[src/rtl/stream_pattern_scanner.sv]
// Serial valid/ready scanner: builds a sliding W-bit window and counts matches per frame.
// Build option SCAN_NONOVERLAP_EN: after each hit, W fresh bits must refill the window first.

module detector #(
   parameter int W = 4
) (
   input  logic [W-1:0] window,
   input  logic [W-1:0] pattern,
   output logic         match
);
   assign match = (window == pattern);
endmodule

module stream_pattern_scanner #(
   parameter int W     = 4,
   parameter int LEN_W = 8,
   parameter int CNT_W = 8
) (
   input  logic             clk,
   input  logic             rst,
   input  logic             start,
   input  logic [W-1:0]     pattern_in,
   input  logic [LEN_W-1:0] frame_len,
   input  logic             bit_in,
   input  logic             bit_valid,
   output logic             bit_ready,
   output logic [W-1:0]     window_o,
   output logic             hit,
   output logic [CNT_W-1:0] match_count,
   output logic             busy,
   output logic             done
);
   localparam int                FILL_W    = $clog2(W + 1);
   localparam logic [FILL_W-1:0] FILL_FULL = FILL_W'(W);
   localparam logic [CNT_W-1:0]  CNT_MAX   = '1;

   typedef enum logic [2:0] {IDLE, FILL, SCAN, FLUSH, DONE} state_t;

   state_t            state;
   logic [W-1:0]      pattern_q;
   logic [LEN_W-1:0]  len_q;
   logic [LEN_W-1:0]  bit_cnt;
   logic [FILL_W-1:0] fill_cnt;
   logic              eval_pending;
   logic              match;

   logic              accept;
   logic [LEN_W-1:0]  bit_cnt_nxt;
   logic [FILL_W-1:0] fill_cnt_nxt;
   logic              last_bit;
   logic              fill_full;

   detector #(.W(W)) u_detector (
      .window  (window_o),
      .pattern (pattern_q),
      .match   (match)
   );

   assign accept       = bit_valid && bit_ready;
   assign bit_cnt_nxt  = bit_cnt + LEN_W'(1);
   assign fill_cnt_nxt = fill_cnt + FILL_W'(1);
   assign last_bit     = accept && (bit_cnt_nxt == len_q);
   assign fill_full    = (fill_cnt_nxt == FILL_FULL);
   // The compare sees the registered window, so hit trails its completing accept by one cycle.
   assign hit          = eval_pending && match;

   // NOTE: all state here uses non-blocking assignments; where two statements in this block
   // assign the same register in one cycle, the later one wins (start clears override shifts).
   always_ff @(posedge clk) begin
      if (rst) begin
         state        <= IDLE;
         pattern_q    <= '0;
         len_q        <= '0;
         window_o     <= '0;
         bit_cnt      <= '0;
         fill_cnt     <= '0;
         match_count  <= '0;
         eval_pending <= 1'b0;
         bit_ready    <= 1'b0;
         busy         <= 1'b0;
         done         <= 1'b0;
      end else begin
         eval_pending <= 1'b0;
         if (hit && (match_count != CNT_MAX))
            match_count <= match_count + CNT_W'(1);
         if (accept) begin
            window_o <= {window_o[W-2:0], bit_in};
            bit_cnt  <= bit_cnt_nxt;
         end

         case (state)
            IDLE: begin
               if (start) begin
                  pattern_q   <= pattern_in;
                  len_q       <= frame_len;
                  window_o    <= '0;
                  bit_cnt     <= '0;
                  fill_cnt    <= '0;
                  match_count <= '0;
                  busy        <= 1'b1;
                  if (frame_len == '0) begin
                     state <= FLUSH;
                  end else begin
                     state     <= FILL;
                     bit_ready <= 1'b1;
                  end
               end
            end

            FILL: begin
               if (accept) begin
                  fill_cnt <= fill_cnt_nxt;
                  if (fill_full)
                     eval_pending <= 1'b1;
                  // Frame end wins over fill completion.
                  if (last_bit) begin
                     state     <= FLUSH;
                     bit_ready <= 1'b0;
                  end else if (fill_full) begin
                     state <= SCAN;
                  end
               end
            end

            SCAN: begin
`ifdef SCAN_NONOVERLAP_EN
               // A bit accepted alongside the hit is the first bit of the refill.
               if (hit) begin
                  fill_cnt <= FILL_W'(accept);
                  if (last_bit) begin
                     state     <= FLUSH;
                     bit_ready <= 1'b0;
                  end else begin
                     state <= FILL;
                  end
               end else
`endif
               if (accept) begin
                  eval_pending <= 1'b1;
                  if (last_bit) begin
                     state     <= FLUSH;
                     bit_ready <= 1'b0;
                  end
               end
            end

            FLUSH: begin
`ifdef SCAN_NONOVERLAP_EN
               if (hit)
                  fill_cnt <= '0;
`endif
               state <= DONE;
               done  <= 1'b1;
            end

            DONE: begin
               state <= IDLE;
               done  <= 1'b0;
               busy  <= 1'b0;
            end

            default: begin
               state     <= IDLE;
               bit_ready <= 1'b0;
               busy      <= 1'b0;
               done      <= 1'b0;
            end
         endcase
      end
   end
endmodule

[config.mk]
export PLATFORM = sky130hd
export DESIGN_NAME = stream_pattern_scanner
export DESIGN_NICKNAME = d
export VERILOG_FILES = /design/src/rtl/stream_pattern_scanner.sv
export SDC_FILE = /design/constraint.sdc
export NUM_CORES = 1
export LEC_CHECK = 0
export ABC_CLOCK_PERIOD_IN_PS = 2550
export CORE_MARGIN = 3
export CORE_UTILIZATION = 45
export CTS_CLUSTER_DIAMETER = 50
export DETAILED_ROUTE_END_ITERATION = 16
export GPL_TIMING_DRIVEN = 0
export PLACE_DENSITY = 0.7
export SLEW_MARGIN = 0
export SYNTH_ARGS = -nofsm -noshare
export SYNTH_HDL_FRONTEND = slang
export SYNTH_HIERARCHICAL = 1
export SYNTH_SLANG_ARGS = --single-unit
export TNS_END_PERCENT = 30
[constraint.sdc]
create_clock -name clk -period 2.55 [get_ports clk]
set_clock_uncertainty 0.2 [all_clocks]
set_input_delay 0.6375 -clock clk [delete_from_list [all_inputs] [get_ports clk]]
set_output_delay 0.6375 -clock clk [all_outputs]
set_load 0.05 [all_outputs]
==> results.sh <==
export IMPL_vias=1833
export IMPL_cts_tree="done"
export IMPL_first_pass_iters=4
export IMPL_fin_nets=312
export IMPL_clock_sinks=42
export IMPL_wl_um=4340
export IMPL_worst_slew_pin_slew_ns=0.595
export IMPL_crit_slowest_cell="or4b_2"
export IMPL_synth_seq_cells=42
export IMPL_drc=0
export IMPL_slew_violations=0
export IMPL_path_max_fanout=10
export IMPL_fin_crit_sh_pct=95.8
export IMPL_grt_max_degree=14
export IMPL_ys_types=41
export IMPL_ioPinCount=33
export IMPL_cts_root_buf="clkbuf_8"
export IMPL_initial_core_util_pct=49.1
export IMPL_dp_cells=334
export IMPL_post_drt_wl_per_cell_um=12.7
export IMPL_crit_family="buffers and inverters"
export IMPL_grt_total_usage_pct=17.7
export IMPL_grt_pass1_wl_um=7420
export IMPL_stdcell_count=342
export IMPL_yosys_warnings=6
export IMPL_ys_seq_area_share_pct=40.8
export IMPL_grt_ovfl_total=0
export IMPL_cp_depth=6
export IMPL_synthesis_nets=274
export IMPL_whs_path_depth=1
export IMPL_insertion_delay_ns=0.29
export IMPL_coreArea_mm2=0.00420
export IMPL_min_path_type="flip-flop to flip-flop"
export IMPL_avgSynthCellArea_um2=8.15
export IMPL_layout_area_seq_um2=842
export IMPL_reg2regPathDepth=6
export IMPL_clockBufferDepth=2
export IMPL_cts_setup_buffers=0
export IMPL_dpl_hpwl_um=3240
export IMPL_synth_area_mm2=0.00206
export IMPL_finalSetupViolCount=0
export IMPL_die_x_um=73.7
export IMPL_slowest_delay_ns=0.59
export IMPL_antenna_left=0
export IMPL_diodes=0
export IMPL_cts_hold_repair_buffers=0
export IMPL_worst_path_buf_inv=3
export IMPL_rsz0062_at_grt="yes"
export IMPL_crit_chain="clkdlybuf4s50_1 -> or4b_2 -> clkbuf_1 -> buf_1 -> nand2_1 -> a21oi_1"
export IMPL_critPathCaptureType="flip-flop"
export IMPL_syn_to_final_growth_pct=22.9
export IMPL_drive_gt1_share_pct=7.19
export IMPL_gp_congestion=0.909
export IMPL_nFillCells=397
export IMPL_dieArea_mm2=0.00543
export IMPL_slew_headroom_pct=60.2
export IMPL_maxCapViolCount=0
export IMPL_required_ns=2.51
export IMPL_cts_buffers=5
export IMPL_drtIter0Drc=82
export IMPL_viasPerCell=5.36
export IMPL_placementRows=23
export IMPL_grt_pass1_vias=1631
export IMPL_syn_inst=253
export IMPL_cp_start_kind="input pin"
export IMPL_io_buffers=31
export IMPL_cts_htree_levels=2
export IMPL_power_density_mw_per_mm2=518
export IMPL_critPathArrivalTime_ns=2.40
export IMPL_fmax_mhz=410
export IMPL_fin_crit_ns=2.44
export IMPL_die_h_um=73.7
export IMPL_peakVddDrop_v=0.000352
export IMPL_finalHoldViolCount=0
export IMPL_async_flop_share_pct=0
export IMPL_power_leakage_nw=0.943
export IMPL_status="completed"
export IMPL_r2r_slack_ns=0.13
export IMPL_whs_ns=0.273
export IMPL_critPathKind="input pin to flip-flop"
export IMPL_multiInputGateArea_mm2=0.00115
export IMPL_antenna_found_initial=0
export IMPL_synth_ff_type="dfxtp_1"
export IMPL_clkTransAtPathRegs_ns=0.08
export IMPL_synth_edf_count=0
## Yosys cell counts (2+ instances only)
cell      count  share of area, %
a21oi_1      25               6.1
a31oi_1       4               1.2
and2_1        4               1.2
and3_1        4               1.2
and4_1        2              0.85
buf_2         2              0.49
buf_4         2              0.73
clkbuf_1     11               2.0
dfxtp_1      42                41
ha_1          4               2.4
inv_1         4              0.73
mux2i_1       3               1.5
nand2_1      47               8.6
nand2b_1      3              0.91
nand3_1       3              0.73
nand4_1       8               2.4
nor2_1       23               4.2
nor3_1        7               1.7
nor4_1        3              0.91
o21ai_0       6               1.5
o22ai_1       2              0.61
xnor2_1       8               3.4
xor2_1       18               7.6
## logic make-up after synthesis
group                    after synthesis  synth area share, %
buffers and inverters                 19                 3.94
XOR/XNOR                              26                 11.0
AND/OR/NAND/NOR                      113                 26.8
AO/OA/AOI/OAI                         46                 13.5
flip-flops                            42                 40.8
multiplexers                           3                 1.46
adder cells (fa/ha/maj)                4                 2.43
## placed cells by master, fill, tap and decap left out, types with 2 or more instances in the layout
master           count
a21oi_1             25
a31oi_1              4
and2_1               4
and3_1               4
and4_1               2
buf_2                2
buf_4                2
clkbuf_1            10
clkbuf_8             6
clkdlybuf4s50_1     30
dfxtp_1             41
ha_1                 4
inv_1                4
mux2i_1              3
nand2_1             47
nand2b_1             3
nand3_1              3
nand4_1              8
nor2_1              23
nor3_1               7
nor4_1               3
o21ai_0              6
o22ai_1              2
xnor2_1              8
xor2_1              18
## routing by layer
metal | up-vias | GRT usage, % | wire length [µm]
met3 | 7 | 4.24 | 181
met4 | 0 | 6.84 | 75
met5 | - | 0 | 0
met1 | 838 | 24.9 | 2230
met2 | 38 | 25.8 | 1850
li1 | 950 | - | -
## worst paths after layout
kind	start	end
max	start	pattern_q[0]$_SDFFE_PP0P_
min	busy$_SDFFE_PP0P_	busy$_SDFFE_PP0P_
max reg2reg	bit_cnt[0]$_SDFF_PP0_	bit_ready$_SDFFE_PP0P_
min reg2reg	busy$_SDFFE_PP0P_	busy$_SDFFE_PP0P_
## per-stage QoR
stage	util [%]	TNS [ns]	setup slack [ns]	power, mW	area [µm²]
after floorplan	-	0	0.221	0.818	2060
after global placement	58.0	-5.81	-0.255	0.881	2430
after detailed placement	58.0	-6.43	-0.296	0.882	2430
after CTS	60.2	0	0.0187	1.33	2530
after global routing	60.3	-0.0595	-0.0126	1.39	2530
final	60.3	0	0.108	1.31	2530
## final cells by class
class                   count  area share (%)
well taps                  50            2.47
clock buffers               6            3.26
flip-flops and latches     42            33.2
clock inverters             2           0.494
multi-input cells         192            45.2
plain buffers              15            2.62
repair buffers             31            12.1
inverters                   4           0.592
## report_power, final
| part | total, mW | switching (mW) | internal, mW |
|---|---|---|---|
| Sequential | 0.695 | 0.0189 | 0.676 |
| Combinational | 0.173 | 0.100 | 0.0723 |
| Clock | 0.444 | 0.227 | 0.218 |
| Total | 1.31 | 0.346 | 0.966 |
## timing repair
item | in CTS | in global routing
gates resized for setup | 3 | 6
setup endpoints to repair | 1 | 11
gates cloned | 0 | 0
pin swaps | 0 | 1
## flip-flops by register name (all words and copies together) (netlist names)
name	flops
busy	1
state	3
fill_cnt	3
done	1
match_count	8
bit_cnt	8
len_q	8
eval_pending	1
bit_ready	1
window_o	4
pattern_q	4
(Power assumes the default switching activity.)
